$ cat src/rtl/score_eval_pkg.sv
// score_eval_pkg: shared types for the DTW score evaluator.
//   grade_t : 3-level quality grade reported with each completed set
//   state_t : evaluator FSM states
//   GRADE_W : width of the grade output
package score_eval_pkg;

  localparam int GRADE_W = 2;

  typedef enum logic [GRADE_W-1:0] {
    POOR = 2'd0,
    OK   = 2'd1,
    GOOD = 2'd2
  } grade_t;

  typedef enum logic [1:0] {
    COLLECT = 2'd0,
    EVAL    = 2'd1,
    REPORT  = 2'd2
  } state_t;

endpackage

$ cat src/rtl/score_eval.sv
// score_eval: accumulates 2**REPS_LOG2 DTW scores (one per done rising edge) into a
// set and reports average, min, max and a grade on a valid/ack handshake.
// Lower score is better.
//
// Ports
//   clk, rst_n            clock, asynchronous active-low reset
//   score, done           DTW score, sampled on a rising edge of done
//   clear                 synchronous abort of the current set (highest priority)
//   thr_good, thr_ok      grade thresholds, sampled in the EVAL cycle
//   result_valid/ack      result handshake; result fields held while valid
//   avg, min_score,
//   max_score, grade      registered results of the last evaluated set
//   rep_cnt               scores accepted into the current set
//   drop_err              sticky: a score was discarded while a result was pending
//
// Optional feature (macro SCORE_EVAL_HIST_EN): adds hist_idx/hist_data, a read port
// onto a shadow copy of the per-set score history taken at evaluation time.
module score_eval
  import score_eval_pkg::*;
#(
  parameter int SCORE_WIDTH = 32,
  parameter int REPS_LOG2   = 2
) (
  input  logic                   clk,
  input  logic                   rst_n,
  input  logic [SCORE_WIDTH-1:0] score,
  input  logic                   done,
  input  logic                   clear,
  input  logic [SCORE_WIDTH-1:0] thr_good,
  input  logic [SCORE_WIDTH-1:0] thr_ok,
  output logic                   result_valid,
  input  logic                   result_ack,
  output logic [SCORE_WIDTH-1:0] avg,
  output logic [SCORE_WIDTH-1:0] min_score,
  output logic [SCORE_WIDTH-1:0] max_score,
  output logic [GRADE_W-1:0]     grade,
  output logic [REPS_LOG2:0]     rep_cnt,
  output logic                   drop_err
`ifdef SCORE_EVAL_HIST_EN
  ,
  input  logic [((REPS_LOG2 > 0) ? REPS_LOG2 : 1)-1:0] hist_idx,
  output logic [SCORE_WIDTH-1:0]                       hist_data
`endif
);

  localparam int SUM_WIDTH = SCORE_WIDTH + REPS_LOG2;
  localparam int REPS      = 1 << REPS_LOG2;
  localparam int CNT_W     = REPS_LOG2 + 1;
  localparam int IDX_W     = (REPS_LOG2 > 0) ? REPS_LOG2 : 1;

  localparam logic [SCORE_WIDTH-1:0] MIN_INIT = '1;

  state_t                 state_q, state_d;
  logic                   done_q;
  logic                   evt;

  logic [SUM_WIDTH-1:0]   sum_q;
  logic [SCORE_WIDTH-1:0] min_q, max_q;
  logic [CNT_W-1:0]       cnt_q;

  // accept : score enters the set this cycle
  // restart: set accumulators return to empty (ack); accept may stack on top
  // drop   : score arrived while a result was pending and is discarded
  logic                   accept, restart, drop;

  logic [SUM_WIDTH-1:0]   sum_base;
  logic [SCORE_WIDTH-1:0] min_base, max_base;
  logic [CNT_W-1:0]       cnt_base;

  logic [SCORE_WIDTH-1:0] avg_q, minr_q, maxr_q;
  grade_t                 grade_q;
  logic                   drop_q;

  logic [SCORE_WIDTH-1:0] avg_calc;
  grade_t                 grade_calc;

  assign evt = done & ~done_q;

  // ---------------------------------------------------------------------------
  // FSM
  // ---------------------------------------------------------------------------
  always_ff @(posedge clk or negedge rst_n) begin
    if (!rst_n) begin
      state_q <= COLLECT;
      done_q  <= 1'b0;
    end else begin
      state_q <= state_d;
      done_q  <= done;
    end
  end

  always_comb begin
    state_d = state_q;
    accept  = 1'b0;
    restart = 1'b0;
    drop    = 1'b0;
    case (state_q)
      COLLECT: begin
        if (evt) begin
          accept = 1'b1;
          if (cnt_q == CNT_W'(REPS - 1)) state_d = EVAL;
        end
      end
      EVAL: begin
        state_d = REPORT;
        // Accumulators still hold the set being evaluated, so a score here is lost.
        if (evt) drop = 1'b1;
      end
      REPORT: begin
        if (result_ack) begin
          restart = 1'b1;
          state_d = COLLECT;
          // Same-cycle event becomes rep 1 of the next set; with one rep per set
          // that single score already completes it.
          if (evt) begin
            accept = 1'b1;
            if (REPS == 1) state_d = EVAL;
          end
        end else if (evt) begin
          drop = 1'b1;
        end
      end
      default: state_d = COLLECT;
    endcase
    if (clear) begin
      state_d = COLLECT;
      accept  = 1'b0;
      restart = 1'b0;
      drop    = 1'b0;
    end
  end

  // ---------------------------------------------------------------------------
  // Set accumulation
  // ---------------------------------------------------------------------------
  always_comb begin
    sum_base = restart ? '0       : sum_q;
    min_base = restart ? MIN_INIT : min_q;
    max_base = restart ? '0       : max_q;
    cnt_base = restart ? '0       : cnt_q;
  end

  always_ff @(posedge clk or negedge rst_n) begin
    if (!rst_n) begin
      sum_q  <= '0;
      min_q  <= MIN_INIT;
      max_q  <= '0;
      cnt_q  <= '0;
      drop_q <= 1'b0;
    end else if (clear) begin
      sum_q  <= '0;
      min_q  <= MIN_INIT;
      max_q  <= '0;
      cnt_q  <= '0;
      drop_q <= 1'b0;
    end else begin
      if (accept) begin
        sum_q <= sum_base + SUM_WIDTH'(score);
        min_q <= (score < min_base) ? score : min_base;
        max_q <= (score > max_base) ? score : max_base;
        cnt_q <= cnt_base + CNT_W'(1);
      end else if (restart) begin
        sum_q <= '0;
        min_q <= MIN_INIT;
        max_q <= '0;
        cnt_q <= '0;
      end
      if (drop) drop_q <= 1'b1;
    end
  end

  // ---------------------------------------------------------------------------
  // Evaluation: results registered in the EVAL cycle and held until the next one
  // ---------------------------------------------------------------------------
  assign avg_calc = SCORE_WIDTH'(sum_q >> REPS_LOG2);

  always_comb begin
    if (avg_calc <= thr_good)    grade_calc = GOOD;
    else if (avg_calc <= thr_ok) grade_calc = OK;
    else                         grade_calc = POOR;
  end

  always_ff @(posedge clk or negedge rst_n) begin
    if (!rst_n) begin
      avg_q   <= '0;
      minr_q  <= '0;
      maxr_q  <= '0;
      grade_q <= POOR;
    end else if (state_q == EVAL && !clear) begin
      avg_q   <= avg_calc;
      minr_q  <= min_q;
      maxr_q  <= max_q;
      grade_q <= grade_calc;
    end
  end

  assign result_valid = (state_q == REPORT);
  assign avg          = avg_q;
  assign min_score    = minr_q;
  assign max_score    = maxr_q;
  assign grade        = grade_q;
  assign rep_cnt      = cnt_q;
  assign drop_err     = drop_q;

`ifdef SCORE_EVAL_HIST_EN
  // ---------------------------------------------------------------------------
  // Score history: written in arrival order, snapshotted at EVAL so the host can
  // read the finished set while the next one is being collected.
  // ---------------------------------------------------------------------------
  logic [SCORE_WIDTH-1:0] hist_rf [REPS];
  logic [SCORE_WIDTH-1:0] hist_sh [REPS];

  always_ff @(posedge clk) begin
    if (accept) hist_rf[cnt_base[IDX_W-1:0]] <= score;
  end

  always_ff @(posedge clk or negedge rst_n) begin
    if (!rst_n) begin
      for (int i = 0; i < REPS; i++) hist_sh[i] <= '0;
    end else if (state_q == EVAL && !clear) begin
      for (int i = 0; i < REPS; i++) hist_sh[i] <= hist_rf[i];
    end
  end

  assign hist_data = hist_sh[hist_idx];
`endif

endmodule
$ cat config.mk
export PLATFORM = sky130hd
export DESIGN_NAME = score_eval
export DESIGN_NICKNAME = d
export VERILOG_FILES = /design/src/rtl/score_eval_pkg.sv /design/src/rtl/score_eval.sv
export SDC_FILE = /design/constraint.sdc
export NUM_CORES = 1
export LEC_CHECK = 0
export ABC_AREA = 0
export CELL_PAD_IN_SITES_DETAIL_PLACEMENT = 1
export CELL_PAD_IN_SITES_GLOBAL_PLACEMENT = 1
export CORE_UTILIZATION = 41
export CTS_CLUSTER_DIAMETER = 80
export DETAILED_ROUTE_END_ITERATION = 16
export PLACE_DENSITY_LB_ADDON = 0.1
export SYNTH_ARGS = -nofsm -noshare
export SYNTH_HDL_FRONTEND = slang
export SYNTH_SLANG_ARGS = --single-unit
$ cat constraint.sdc
create_clock -name clk -period 5.4 [get_ports clk]
set_clock_uncertainty 0.1 [all_clocks]
set_input_delay 1.08 -clock clk [delete_from_list [all_inputs] [get_ports clk]]
set_output_delay 1.08 -clock clk [all_outputs]
set_load 0.005 [all_outputs]
Yosys cells after proc, flatten, opt, wreduce, memory -nomap -nowiden

Cells that the tools add are included.

$add $sub $neg: 2
Order comparisons: 4
Eq/ne operators: 6
Muxes and demuxes: 33
Bitwise logic cells: 2
Reduce and logical (&&, ||, !) cells: 5

Operators with widths:

| kind                                                                     | number |
|---|---|
| 32-bit two-way mux                                                       | 8 |
| 34-bit two-way mux                                                       | 3 |
| 32-bit less-or-equal comparator                                          | 2 |
| 34-bit by 32-bit adder with 34-bit output                                | 1 |
| 32-bit > comparator                                                      | 1 |
| 32-bit less-than comparator                                              | 1 |
| 1-bit two-way mux                                                        | 11 |
| 2-bit two-way mux                                                        | 5 |
| 3-bit two-way mux                                                        | 3 |
| 3-bit inequality test (second input constant)                            | 2 |
| 2-bit case mux with 3 select lines                                       | 1 |
| 1-bit case mux with 2 select lines                                       | 2 |
| 3-bit by 1-bit adder with 3-bit output (second input constant)           | 1 |
| 3-bit by 2-bit == test with 1-bit output (second input constant)         | 1 |
| 3-bit by 2-bit inequality test with 1-bit output (second input constant) | 1 |
| 3-bit AND reduction                                                      | 1 |
| 2-bit by 1-bit == test with 1-bit output (second input constant)         | 1 |
| 2-bit == test (second input constant)                                    | 1 |
| 2-bit logical NOT                                                        | 1 |
| 2-bit nonzero test                                                       | 1 |
| 1-bit AND                                                                | 1 |
| 1-bit logical AND                                                        | 1 |
| 1-bit logical NOT                                                        | 1 |
| 1-bit inverter                                                           | 1 |

Register bits after elaboration: 203
Input port bits: 101
Output and inout bits: 103
Word-level logic and storage cells: 63

Longest topological paths before layout

Gate-level depths: netlist of run 1.

Depth in word-level cells: 8
Gate-level depth with buffers: 17
Mapped depth without buffers: 14

Least setup slack after synthesis of run 1

Ideal clock, no wire load.

Path type: input-to-reg
Start point: input clear
End point: register max_q[10]
Setup time: 135 ps
Arrival time: 4080 ps
Data required time: 5165 ps
Path slack: 1086 ps
Stages on the path: 13
Buffers on the path: 3
Cells stage by stage: nand3b_1 > clkbuf_1 > clkbuf_1 > nand2_1 > ha_1 > nand4_1 > nor3_1 > nand4_1 > or4_1 > o221a_2 > a31oi_2 > clkbuf_1 > o31ai_1

Longest elaborated chain between the ends: 6
Elaborated cells on any way between the ends: 7
Classes of those cells: order compare (1); mux (6)

RTL lines:

| what                   | RTL line          | text |
|---|---|---|
| start: declaration     | score_eval.sv:28  | `input logic clear,` |
| 1-bit two-way mux      | score_eval.sv:125 | `if (clear) begin` |
| 32-bit two-way mux     | -                 |  |
| 32-bit > comparator    | score_eval.sv:160 | `max_q <= (score > max_base) ? score : max_base;` |
| 32-bit two-way mux     | score_eval.sv:160 |  |
| 32-bit two-way mux     | score_eval.sv:157 | `if (accept) begin` |
| 32-bit two-way mux (*) | score_eval.sv:150 | `end else if (clear) begin` |
| end signal: assignment | score_eval.sv:160 |  |
| end: declaration       | score_eval.sv:58  | `logic [SCORE_WIDTH-1:0] min_q, max_q;` |

Every way passes the cells marked *; elsewhere a longest branch is shown, timed or not.
A chain may end at the register's enable or synchronous reset.

Worst setup path in the final report of run 1

Start point: input result_ack
End point: register min_q[3]

Longest elaborated chain between the ends: 8
Elaborated cells on any way between the ends: 11
Classes of those cells: order compare (1); mux (10)

RTL lines:

| what                        | RTL line          | text |
|---|---|---|
| start: declaration          | score_eval.sv:32  | `input logic result_ack,` |
| 1-bit two-way mux           | score_eval.sv:110 | `if (result_ack) begin` |
| 1-bit two-way mux           | score_eval.sv:97  | `case (state_q)` |
| 1-bit two-way mux           | score_eval.sv:125 |  |
| 32-bit two-way mux          | -                 |  |
| 32-bit less-than comparator | score_eval.sv:159 | `min_q <= (score < min_base) ? score : min_base;` |
| 32-bit two-way mux          | score_eval.sv:159 |  |
| 32-bit two-way mux (*)      | score_eval.sv:157 |  |
| 32-bit two-way mux (*)      | score_eval.sv:150 |  |
| end signal: assignment      | score_eval.sv:159 |  |
| end: declaration            | score_eval.sv:58  |  |

Marks and branches as above.

==> reports/summary.md, run 1 <==
Delay contributed by the slowest stage of the critical path: 0.86 ns. The worst hold path belongs to the class register to register. The number of hold violations in the final report was 0; the number of detailed-routing iterations run before antenna repair was 5. The logs give 0 for the initial antenna violation count and 4.928 mW for the post-route total power.

The run gives 216.2 MHz as the achievable frequency. Clock root buffer: sky130_fd_sc_hd__clkbuf_16. The critical path contains buffers and inverters numbering 2 combined. The analysis attributes to net switching a power of 1.395 mW. Summed over all failing endpoints, the final setup total negative slack is 0 ns.

For this run, design rule violations remaining after detail routing come to 0. The share of Yosys cell area claimed by the top area cell type is 0.3247. The internal portion of total power was 3.532 mW.

Highest net fanout along the worst path: 60. For the starting density of the core, the log shows 0.4176. The combinational share of power is 0.280. The analysis attributes to cell leakage a power of 7.841 nW. For the count of filler cells inserted in the layout, the log shows 3557. The worst hold path cell count is 2, and the number of endpoints failing setup at the final stage is 0. The run gives 0.2354 as the aggregate global-route resource usage. Entering global routing, the biggest net connects 92 pins. For the number of nets in the layout, the log shows 1795.

The tools report the reg2reg setup slack as 1.13 ns. The later pin in the worst-skew pair is clocked with a latency of 0.52 ns. The logs give 1 for the maximum level of the CTS H-tree and 61840 microns for the wire length of the first global-routing pass. For the count of standard-cell rows, the log shows 65. The number of clock buffers added by TritonCTS is 24. At the worst endpoint, the arrival time is 4.97 ns. The flow ran to the end, and the final reports show no timing, DRC or antenna violations.

TritonCTS built the clock tree. The area growth from synthesis to layout was 25.54%. The cell occurring most often along the worst timing path is sky130_fd_sc_hd__o21ai_0.

The period utilization is 0.8566, and the CTS clock-pin slew for the worst setup and hold paths is 0.06 ns. Setup repair after global routing left no endpoint under its margin. The ratio of cells with drive above 1 in the final layout works out to 0.1512. The floorplan step set the die height to 181.3 microns. For this run the aggregate overflow at the end of global routing stands at 0. The run gives 0.391 as the sequential fraction of design power. The run gives 0 as the post-cts sizing count. Synthesis produced a netlist with a net count of 1600. The count of buffers added on input and output ports is 203. The post-synthesis average cell area is 9.864 sq um, and the pre-CTS setup slack is 0.2449 ns.

The longest clock path from root to sink contains 3 buffers. The worst setup path is launched from an input port. Area of the die: 32860 sq um.

The number of cells on the worst reg-to-reg path came out at 14. After clock tree synthesis, the flow added hold-fix buffers numbering 0. Traced cell by cell, the critical path runs through clkdlybuf4s50_1 > and3b_2 > nor2_1 > ha_1 > a21oi_1 > nor2b_1 > o21ai_0 > nand2b_1 > a211oi_1 > o21ai_0 > a211oi_4 > buf_4 > mux2_2. Minimum setup slack in the final design: 0.7743 ns. The part of the power in the clock network came out at 0.329. The type of the setup path with the least slack was input port to register.

The top cell family by delay on the critical path was simple AND/OR/NAND/NOR gates. For the pin with the worst max-slew slack, the measured transition is 0.9916 ns. The number of pins with negative max-slew slack in the final report was 0; the max-slew headroom at the worst pin was 0.3389. In the final routed layout, each cell accounts on average for 19.60 microns.

The number of instances in the synthesized netlist is 1336. Pin placement for this block handled 204 I/O pins. The cell area power density came out at 297.9 nW/um^2.

The clock period minus final worst setup slack came out at 4.626 ns. The proportion of register bits with asynchronous set or reset after synthesis is 1.000, and the number of cells in the finished layout apart from fillers is 1950. The TritonCTS sink count is 203, and the flop and latch count out of synthesis is 203. For the total routed wirelength, the log shows 38230 microns.

Dividing the detail-routed via count by the number of cells gives 5.536. The tools report the startpoint of the worst hold path as avg[1]$_DFFE_PN0P_. 0 antenna diodes ended up in the layout.

The synthesized design contains 0 enable-type register cells. The region available for standard cell placement spans 31560 sq um. The maximum resistive drop on vdd was 0.2148 mV. STA classifies the critical path endpoint as a register.

The run gives 414 as the number of violations reported at the end of detailed-routing iteration 0. For this run, the number of Yosys warnings is 0. The detailed-placement wirelength estimate came out at 28850 microns. The netlist uses 61 different library cells. The largest area contributor in the synthesized netlist is sky130_fd_sc_hd__dfrtp_1. For the worst setup path, the data required time is 5.75 ns. The tool flagged a number of max-cap violations equal to 0. From left edge to right edge, the die measures 181.3 microns.

The run gives 1907 as the total instance count after detailed placement. The critical register-to-register path startpoint is state_q[0]$_DFFE_PN0P_. The endpoint identified for the worst register-to-register timing path is min_q[3]$_DFF_PN1_. The tools report the post-CTS setup-driven buffer insertion count as 0. The tools report the via count of the first global-routing pass as 11380. The switching fraction of total power is 0.2832.

In this run the remaining antenna-violating nets after routing total 0. Hold is met by 0.3963 ns. By area the synthesized netlist is led by sky130_fd_sc_hd__dfrtp_1 (32%), sky130_fd_sc_hd__ha_1 (15%), sky130_fd_sc_hd__mux2_2 (11%). The run gives 0.3885 as the portion of the post-synthesis area used by sequential elements. In this run the cell area of the synthesized design comes to 13180 sq um. At the end of routability-driven placement, the weighted congestion stood at 0.8775. The slowest stage of the critical path belongs to the cell sky130_fd_sc_hd__and3b_2. The sink of the worst hold path was avg[1]$_DFFE_PN0P_.

Primary flip-flop cell chosen by synthesis mapping: sky130_fd_sc_hd__dfrtp_1. The vias after detailed routing came out at 10800.
Yosys cell counts (30+ instances only):
cell / count
sky130_fd_sc_hd__o21ai_0: 45
sky130_fd_sc_hd__clkbuf_1: 55
sky130_fd_sc_hd__mux2_2: 125
sky130_fd_sc_hd__nand3_1: 32
sky130_fd_sc_hd__nand4_1: 30
sky130_fd_sc_hd__a21o_1: 42
sky130_fd_sc_hd__o31ai_1: 36
sky130_fd_sc_hd__dfrtp_1: 171
sky130_fd_sc_hd__or3_1: 35
sky130_fd_sc_hd__inv_1: 75
sky130_fd_sc_hd__ha_1: 162
sky130_fd_sc_hd__dfstp_2: 32
sky130_fd_sc_hd__and2_1: 34
sky130_fd_sc_hd__nand2_1: 125
sky130_fd_sc_hd__nor2_1: 82
sky130_fd_sc_hd__a21oi_1: 68
power groups by stage:
stage               Sequential [mW]  Clock, mW  Combinational, mW
detailed placement             1.96          0               1.39
CTS                            1.93       1.66               1.40
finish                         1.93       1.62               1.38
global placement               1.95          0               1.36
global route                   1.96       1.72               1.52
floorplan                      1.92          0              0.686
sequential cells by signal (all words and copies together) (netlist names):
name,count
min_q,32
rep_cnt,3
sum_q,34
drop_err,1
grade,2
min_score,32
avg,32
max_q,32
max_score,32
state_q,2
done_q,1
cells in the final DEF, fill, tap and decap left out, types with 4 or more instances in the layout:
cell type / n
sky130_fd_sc_hd__xor2_1: 8
sky130_fd_sc_hd__a21boi_0: 5
sky130_fd_sc_hd__o21bai_1: 6
sky130_fd_sc_hd__o21ai_0: 45
sky130_fd_sc_hd__o21ai_1: 8
sky130_fd_sc_hd__mux2i_1: 11
sky130_fd_sc_hd__buf_4: 24
sky130_fd_sc_hd__a211oi_1: 7
sky130_fd_sc_hd__nor3_1: 15
sky130_fd_sc_hd__clkbuf_16: 25
sky130_fd_sc_hd__a211o_1: 6
sky130_fd_sc_hd__and3_1: 8
sky130_fd_sc_hd__nor2_1: 82
sky130_fd_sc_hd__a31oi_1: 11
sky130_fd_sc_hd__o31ai_1: 36
sky130_fd_sc_hd__o211ai_1: 8
sky130_fd_sc_hd__and2_1: 34
sky130_fd_sc_hd__nand2b_1: 4
sky130_fd_sc_hd__a21oi_1: 68
sky130_fd_sc_hd__mux2_2: 125
sky130_fd_sc_hd__xnor2_1: 22
sky130_fd_sc_hd__o21a_1: 10
sky130_fd_sc_hd__a21o_1: 42
sky130_fd_sc_hd__or3_1: 35
sky130_fd_sc_hd__nand4_1: 30
sky130_fd_sc_hd__dfstp_2: 32
sky130_fd_sc_hd__nor2b_1: 12
sky130_fd_sc_hd__inv_1: 75
sky130_fd_sc_hd__clkbuf_8: 11
sky130_fd_sc_hd__ha_1: 162
sky130_fd_sc_hd__dfrtp_1: 171
sky130_fd_sc_hd__nand3_1: 32
sky130_fd_sc_hd__clkdlybuf4s50_1: 201
sky130_fd_sc_hd__clkbuf_1: 6
sky130_fd_sc_hd__nand2_1: 125
through the flow:
| stage | util | instance area, sq um |
|---|---|---|
| 6_report | 0.5243 | 16540 |
| 5_1_grt | 0.5243 | 16540 |
| 4_1_cts | 0.5243 | 16540 |
| 3_5_place_dp | 0.4990 | 15750 |
| 3_3_place_gp | 0.4990 | 15750 |
| 2_1_floorplan | - | 13180 |
layer usage:
layer  up-vias  global-route usage  part of all wire
li1       5181                   -                 -
met1      5400              0.3002              0.44
met2       166              0.4258              0.51
met3        49             0.02419             0.026
met4         0             0.05458             0.021
met5         -                   0                 0
layout make-up:
cell class                      instances  area, sq um  area share
Clock buffer                           41        785.8     0.04750
Clock inverter                          2        10.01   0.0006051
Inverter                               75        281.5     0.01702
Multi-Input combinational cell        997         7572      0.4577
Sequential cell                       203         5120      0.3095
Tap cell                              402        503.0     0.03040
Timing Repair Buffer                  230         2271      0.1373
tightest hold or removal path, cell delays in order (launching register included):
cell and delay [ns]:
sky130_fd_sc_hd__dfrtp_1 0.35, sky130_fd_sc_hd__nand2_1 0.05, sky130_fd_sc_hd__o21ai_0 0.06
cell families after synthesis:
family / count (synthesis) / synth area share
AND/OR/NAND/NOR: 394 / 0.1454
flip-flops: 203 / 0.3885
buffers and inverters: 136 / 0.03912
adder cells (fa/ha/maj): 164 / 0.1561
multiplexers: 136 / 0.1152
AO/OA/AOI/OAI: 273 / 0.1358
XOR/XNOR: 30 / 0.01994
worst max path at each step:
| stage | depth (start not counted) | end | start | slack, ns |
|---|---|---|---|---|
| 6_report | 13 | min_q[3]$_DFF_PN1_ | result_ack | 0.77 |
| 5_1_grt | 13 | min_q[5]$_DFF_PN1_ | result_ack | 0.56 |
| 4_1_cts | 13 | min_q[24]$_DFF_PN1_ | result_ack | 0.79 |
| 3_5_place_dp | 13 | min_q[20]$_DFF_PN1_ | result_ack | 0.24 |
| 3_3_place_gp | 12 | min_q[3]$_DFF_PN1_ | result_ack | 0.37 |
| 2_1_floorplan | 13 | max_q[10]$_DFF_PN0_ | clear | 1.09 |
Note: power is estimated with default switching activity, not from simulation.
==> run 2: changes to the inputs <==
--- a/config.mk
+++ b/config.mk
@@ -8,7 +8,7 @@
 export ABC_AREA = 0
 export CELL_PAD_IN_SITES_DETAIL_PLACEMENT = 1
 export CELL_PAD_IN_SITES_GLOBAL_PLACEMENT = 1
-export CORE_UTILIZATION = 41
+export CORE_UTILIZATION = 40
 export CTS_CLUSTER_DIAMETER = 80
 export DETAILED_ROUTE_END_ITERATION = 16
 export PLACE_DENSITY_LB_ADDON = 0.1
==> run 2 against run 1 <==
  * Count of clock-buffer cells in the layout decreased by 4
  * Via count decreased by 0.14%
  * Non-clock buffer count decreased by 8
  * Die area increased by 2.5%
  * Cell area increased by 0.92%
  * Sequential cell count unchanged
  * Sequential share of layout area decreased by 0.28 points
  * Clock power increased by 16%
  * Routed wire length increased by 0.63%
  * First-iteration DRC count increased by 14%
  * Utilization decreased by 0.98 points
  * Largest cell class unchanged
  * Largest power group unchanged
  * Highest routed layer unchanged
==> reports/summary.md, run 2 (synthesis gave the netlist of run 1 again) <==
Counting cells, the worst reg-to-reg path comes to 15. The area growth from synthesis to layout was 26.69%. The clock root buffer was sky130_fd_sc_hd__clkbuf_16. The pre-antenna-repair detailed-routing pass consisted of 4 iterations. The congestion estimate from routability-driven global placement came to 0.8610. Data required time at the worst endpoint: 5.68 ns.

The number of hold violations in the final report is 0. On the worst path, the slowest cell contributes a delay of 0.59 ns. The number of max-cap violations came out at 0. The flow ran to the end, and the final reports show no timing, DRC or antenna violations.

Switching fraction of total power: 0.2759. The tools report the net switching component of the power as 1.431 mW. The period utilization is 0.8290, and the count of antenna-violating nets left after detailed routing is 0. Walking the worst path, the cells encountered are clkdlybuf4s50_1 > nand3b_1 > buf_12 > nand2_1 > ha_1 > nand4_1 > nor3_1 > nand4_1 > or4_1 > o221a_2 > a31oi_4 > buf_12 > mux2i_1 > nor2_1. Including well taps, the total number of placed cells is 1939. The number of top-level pins was 204; the number of nets in the layout was 1789. In this design, the largest share of critical-path delay is due to simple AND/OR/NAND/NOR gates. The CTS clock-pin slew for the worst setup and hold paths came out at 0.06 ns. The library cells used most frequently in the layout, excluding fill and tap cells, are sky130_fd_sc_hd__clkdlybuf4s50_1 (201), sky130_fd_sc_hd__dfrtp_1 (171), sky130_fd_sc_hd__ha_1 (162), sky130_fd_sc_hd__nand2_1 (125), sky130_fd_sc_hd__mux2_2 (125). The completed layout was analyzed and its total power is 5.188 mW.

The worst hold path cell count is 1, and the die outline height is 183.5 microns. The final design area excluding fillers was 16690 sq um. The cell area power density is 310.7 nW/um^2.

Setup repair after global routing left no endpoint under its margin. The detailed-placement wirelength estimate was 28770 microns; the flip-flop count of the largest register after layout was 34. The number of buffer cells added on primary ports came out at 203.

Summed over all cells, the static leakage comes to 7.876 nW. The initial antenna violation count was 0. For the number of cells in the finished layout apart from fillers, the log shows 1986. Max-slew headroom at the worst pin: 0.3606. The number of antenna diodes in the final layout is 0. Total routed wirelength: 38470 microns. The layout has 3614 filler cells.

Summing all placed instances gives a cell area of 15760 sq um. TritonCTS created 26 clock buffers. Summing over every cut layer, the via total after detailed routing is 10780. The run gives 0.2066 mV as the maximum resistive drop on vdd. The most common cell after layout, fill and taps aside is sky130_fd_sc_hd__clkdlybuf4s50_1. In this run the post-CTS setup repair buffer count came out at 0.

After clock tree synthesis, the repair step resized 0 gates. The routed length per placed instance was 19.37 microns; the starting density of the core was 0.4060. The longest clock path from root to sink contains 3 buffers. More flip-flops sit in one register than any other, and that register is sum_q.

The type of the setup path with the least slack was input port to register. For the number of remaining DRC errors, the log shows 0. The worst setup path is captured at a register. The hold slack was 0.4007 ns. In the post-route analysis, the smallest setup slack over all paths is 0.9232 ns.

The cell with the biggest individual delay on the critical path is sky130_fd_sc_hd__or4_1. The tools report the sequential fraction of design power as 0.371. The tools report the aggregate global-route resource usage as 0.2337. The first global-routing pass estimated 62380 microns of wire. The class of the tightest hold or removal check is register to register.

The clock period minus final worst setup slack works out to 4.477 ns. The maximum level of the CTS H-tree was 1; the via count of the first global-routing pass was 11580. Together, buffers and inverters on the worst path number 3.

The run gives 0.363 as the part of the power in the clock network. For the number of endpoints failing setup at the final stage, the log shows 0. Area of the core: 32450 sq um.

The combinational share of power is 0.266, and the die extent in x is 183.5 microns. The die covers 33670 sq um. Timing would allow up to 223.4 MHz. TritonCTS built the clock tree.

For the final routed database, the setup TNS stands at 0 ns. The run gives 3.757 mW as the internal portion of total power. Entering global routing, the biggest net connects 106 pins. The startpoint type of the worst setup path is an input port. The ratio of cells with drive above 1 in the final layout is 0.1490, and the clock latency on the worst-skew pair is 0.53 ns.

The floorplan has 66 rows. The ratio of routed vias to standard cells is 5.428, and the highest net fanout along the worst path is 68. The TritonCTS sink count came out at 203.

The end-of-flow core utilization was 0.5144; the transition time at the pin with the least slew margin was 0.9591 ns. Summed over all layers, the global routing overflow is 0. The critical path data arrival time is 4.76 ns, and the number of violations reported at the end of detailed-routing iteration 0 is 471.

At the placement stage, the worst setup path has a slack of 0.4067 ns. The logic depth of the worst setup path including buffers works out to 14. After clock tree synthesis, the flow added hold-fix buffers numbering 0.

The tools report the number of pins with negative max-slew slack in the final report as 0.
run 2: cell type report:
cell class | count | area [sq um] | share of cell area
clock buffer | 37 | 753.2 | 0.04512
clock inverter | 10 | 178.9 | 0.01072
inverter | 75 | 281.5 | 0.01686
multi-input combinational | 997 | 7572 | 0.4536
sequential | 203 | 5120 | 0.3067
tap | 442 | 553.0 | 0.03313
timing repair buffer | 222 | 2236 | 0.1339
run 2: final timing paths:
check	to	from	slack, ns
setup / recovery	max_q[0]$_DFF_PN0_	result_ack	0.92
hold / removal	min_score[7]$_DFFE_PN0P_	min_score[7]$_DFFE_PN0P_	0.40
setup reg to reg	max_q[0]$_DFF_PN0_	state_q[0]$_DFFE_PN0P_	1.28
hold reg to reg	min_score[7]$_DFFE_PN0P_	min_score[7]$_DFFE_PN0P_	0.40
max in group asynchronous	min_q[15]$_DFF_PN1_	rst_n	3.58
min in group asynchronous	avg[27]$_DFFE_PN0P_	rst_n	0.53
run 2: power by group through the flow:
| stage | logic [mW] | registers (mW) | clock network, mW |
|---|---|---|---|
| 2_1_floorplan | 0.686 | 1.92 | 0 |
| 3_3_place_gp | 1.35 | 1.95 | 0 |
| 3_5_place_dp | 1.39 | 1.96 | 0 |
| 4_1_cts | 1.40 | 1.93 | 1.93 |
| 5_1_grt | 1.53 | 1.96 | 1.99 |
| 6_report | 1.38 | 1.93 | 1.88 |
run 2: metal layers:
layer,vias to the layer above,part of all wire,track usage
met3,52,0.030,0.02219
met2,160,0.52,0.4250
met4,0,0.022,0.05633
li1,5163,-,-
met1,5406,0.43,0.2960
met5,-,0,0
==> run 3: changes to the inputs <==
==> constraint.sdc (replaced) <==
create_clock -name clk -period 4.2 [get_ports clk]
set_clock_uncertainty 0.1 [all_clocks]
set_input_delay 0.84 -clock clk [delete_from_list [all_inputs] [get_ports clk]]
set_output_delay 0.84 -clock clk [all_outputs]
set_load 0.005 [all_outputs]
==> run 3 against run 2 <==
  * Critical endpoint is now sum_q[21]$_DFF_PN0_
  * Via count grew 4.2%
  * Worst hold slack got worse by 0.20 ns
  * Global-route usage rose by 1.2 points
  * Critical path depth is 1 higher
  * Count of clock-buffer cells in the layout is the same
  * Sequential cell count did not move
  * Utilization rose by 2.7 points
==> reports/summary.md, run 3 (synthesis gave the netlist of run 1 again) <==
The run finished with clean final reports. STA classifies the critical path startpoint as an input port. The area growth from synthesis to layout was 33.32%; the leakage dissipation was 8.421 nW. The cell area power density is 380.3 nW/um^2, and the critical path data arrival time is 4.29 ns. For this run, design rule violations remaining after detail routing come to 0. The number of antenna diodes in the final layout is 0.

Clock-pin slew was measured on the worst setup and hold paths at 0.06 ns. TritonCTS built the clock tree. The number of pins with negative max-slew slack in the final report is 0, and the number of cells on the worst reg-to-reg path is 15. In the layout the commonest cells are sky130_fd_sc_hd__clkdlybuf4s50_1 (201), sky130_fd_sc_hd__dfrtp_1 (171), sky130_fd_sc_hd__ha_1 (161), sky130_fd_sc_hd__buf_4 (127). Transition time at the pin with the least slew margin: 0.7280 ns. The worst register-to-register path begins at state_q[0]$_DFFE_PN0P_.

The clock reaches the later pin of the worst-skew pair after 0.54 ns. OpenSTA, run right after detailed placement, puts the worst setup slack at -0.3093 ns. The logs give 0 for the initial antenna violation count and 0.4060 for the starting density of the core. Across the run, the number of max-cap violations was 0. The floorplan step set the die height to 183.5 microns.

The via count of the first global-routing pass was 12140. The wire-length estimate of the detail-placed layout is 31170 microns. The TritonCTS sink count came out at 203.

The library cell used most frequently in the layout, excluding fill and tap cells, is sky130_fd_sc_hd__clkdlybuf4s50_1. Using the TritonRoute via totals, the vias-per-cell ratio works out to 5.340. The register with the most flip-flops in the final layout is sum_q. In this run the core area contains 66 standard-cell rows.

The maximum resistive drop on vdd is 0.2750 mV. In the post-route analysis, the smallest setup slack over all paths is 0.2221 ns. The floorplan step set the die width to 183.5 microns. The final RePlAce weighted congestion is 0.8689, and the post-route total power is 6.681 mW. The clock passes through at most 3 buffers. The tree is rooted in a sky130_fd_sc_hd__clkbuf_16. The run gives 0 as the number of endpoints failing setup at the final stage. The leftover overflow at the end of global routing came out at 0. The number of nets in the layout came out at 1905. The aggregate global-route resource usage is 0.2454. The number of detailed-routing iterations run before antenna repair was 4; the number of top-level pins was 204.

The flip-flop count of the largest register after layout was 34; the pin count of the biggest net entering global routing was 70. Highest net fanout along the worst path: 13. The area of the core was 32450 sq um.

The tools report the wire length of the first global-routing pass as 65420 microns. The count of nets left with antenna violations once routing finished came out at 0. The type of the setup path with the least slack is input port to register.

Timing would allow up to 251.4 MHz. The logs give 0.1982 ns for the hold slack and 0.25 ns for the reg2reg setup slack. The number of buffers added to fix hold violations after cts came out at 0. The routed length per placed instance was 19.39 microns. The period utilization is 0.9471.

The ratio of cells with drive above 1 in the final layout is 0.2119, and the CTS buffer count is 26. The final layout contains routed wiring with a total length of 40770 microns. The detailed router placed 11230 vias in this run. The tools report the maximum level of the CTS H-tree as 1.

Clock period minus final worst setup slack: 3.978 ns. The endpoint identified for the worst register-to-register timing path is sum_q[28]$_DFF_PN0_. Buffers placed on the I/O ports in this run total 203. The class of the tightest hold or removal check was input port to asynchronous set/reset pin. The tools report the area of the die as 33670 sq um. The number of hold violations in the final report is 0, and the number of violations reported at the end of detailed-routing iteration 0 is 345. The element type at the critical path end was a register. Max-slew headroom at the worst pin: 0.5146. For the worst setup path, the data required time is 4.51 ns. The run gives 0.5413 as the end-of-flow core utilization.
[run 3: how the worst max path moves through the flow]
stage | startpoint | slack [ns] | endpoint
finish | result_ack | 0.22 | sum_q[21]$_DFF_PN0_
global route | state_q[0]$_DFFE_PN0P_ | -0.005 | max_q[0]$_DFF_PN0_
global placement | result_ack | -0.19 | max_q[0]$_DFF_PN0_
floorplan | clear | 0.13 | max_q[10]$_DFF_PN0_
detailed placement | result_ack | -0.31 | sum_q[28]$_DFF_PN0_
CTS | state_q[0]$_DFFE_PN0P_ | 0.19 | sum_q[28]$_DFF_PN0_
[run 3: final cells by class]
class	instances	area (sq um)
clock buffer	37	763.2
sequential	203	5120
tap	442	553.0
timing repair buffer	338	3141
inverter	75	281.5
multi-input combinational	997	7590
clock inverter	11	120.1
fill	3602	14890
[run 3: stage by stage]
step / cell area (sq um) / setup TNS (ns) / instances
global placement: 16630 / -4.726 / 2053
CTS: 17510 / 0 / 2101
finish: 17570 / 0 / 2103
detailed placement: 16630 / -9.248 / 2053
floorplan: 13180 / 0 / 1336
global route: 17570 / -0.004966 / 2103
[run 3: what timing repair did]
item	CTS	global route
gates resized for setup	0	5
buffers inserted	0	1
endpoints found under the setup margin	0	17
endpoints found under the hold margin	0	0
[run 3: critical path, cell delays in order]
cell and delay [ns]:
sky130_fd_sc_hd__clkdlybuf4s50_1 0.48, sky130_fd_sc_hd__nand3b_1 0.17, sky130_fd_sc_hd__buf_4 0.20, sky130_fd_sc_hd__clkbuf_16 0.17
sky130_fd_sc_hd__and2_1 0.19, sky130_fd_sc_hd__ha_1 0.29, sky130_fd_sc_hd__nand3_1 0.10, sky130_fd_sc_hd__or4_1 0.40
sky130_fd_sc_hd__a221o_1 0.38, sky130_fd_sc_hd__and3_4 0.19, sky130_fd_sc_hd__buf_4 0.14, sky130_fd_sc_hd__o31a_1 0.32
sky130_fd_sc_hd__o21ai_1 0.20, sky130_fd_sc_hd__xnor2_1 0.15, sky130_fd_sc_hd__o21ai_1 0.07
[run 3: report_power, final]
group / switching, mW / internal (mW)
Combinational: 0.804 / 1.11
Clock: 0.903 / 1.39
Sequential: 0.203 / 2.27
Total: 1.91 / 4.77
[run 3: per-layer routing]
layer,global-route usage,part of all wire
met5,0,0
met4,0.06033,0.024
met1,0.3078,0.43
met2,0.4479,0.52
met3,0.02536,0.027
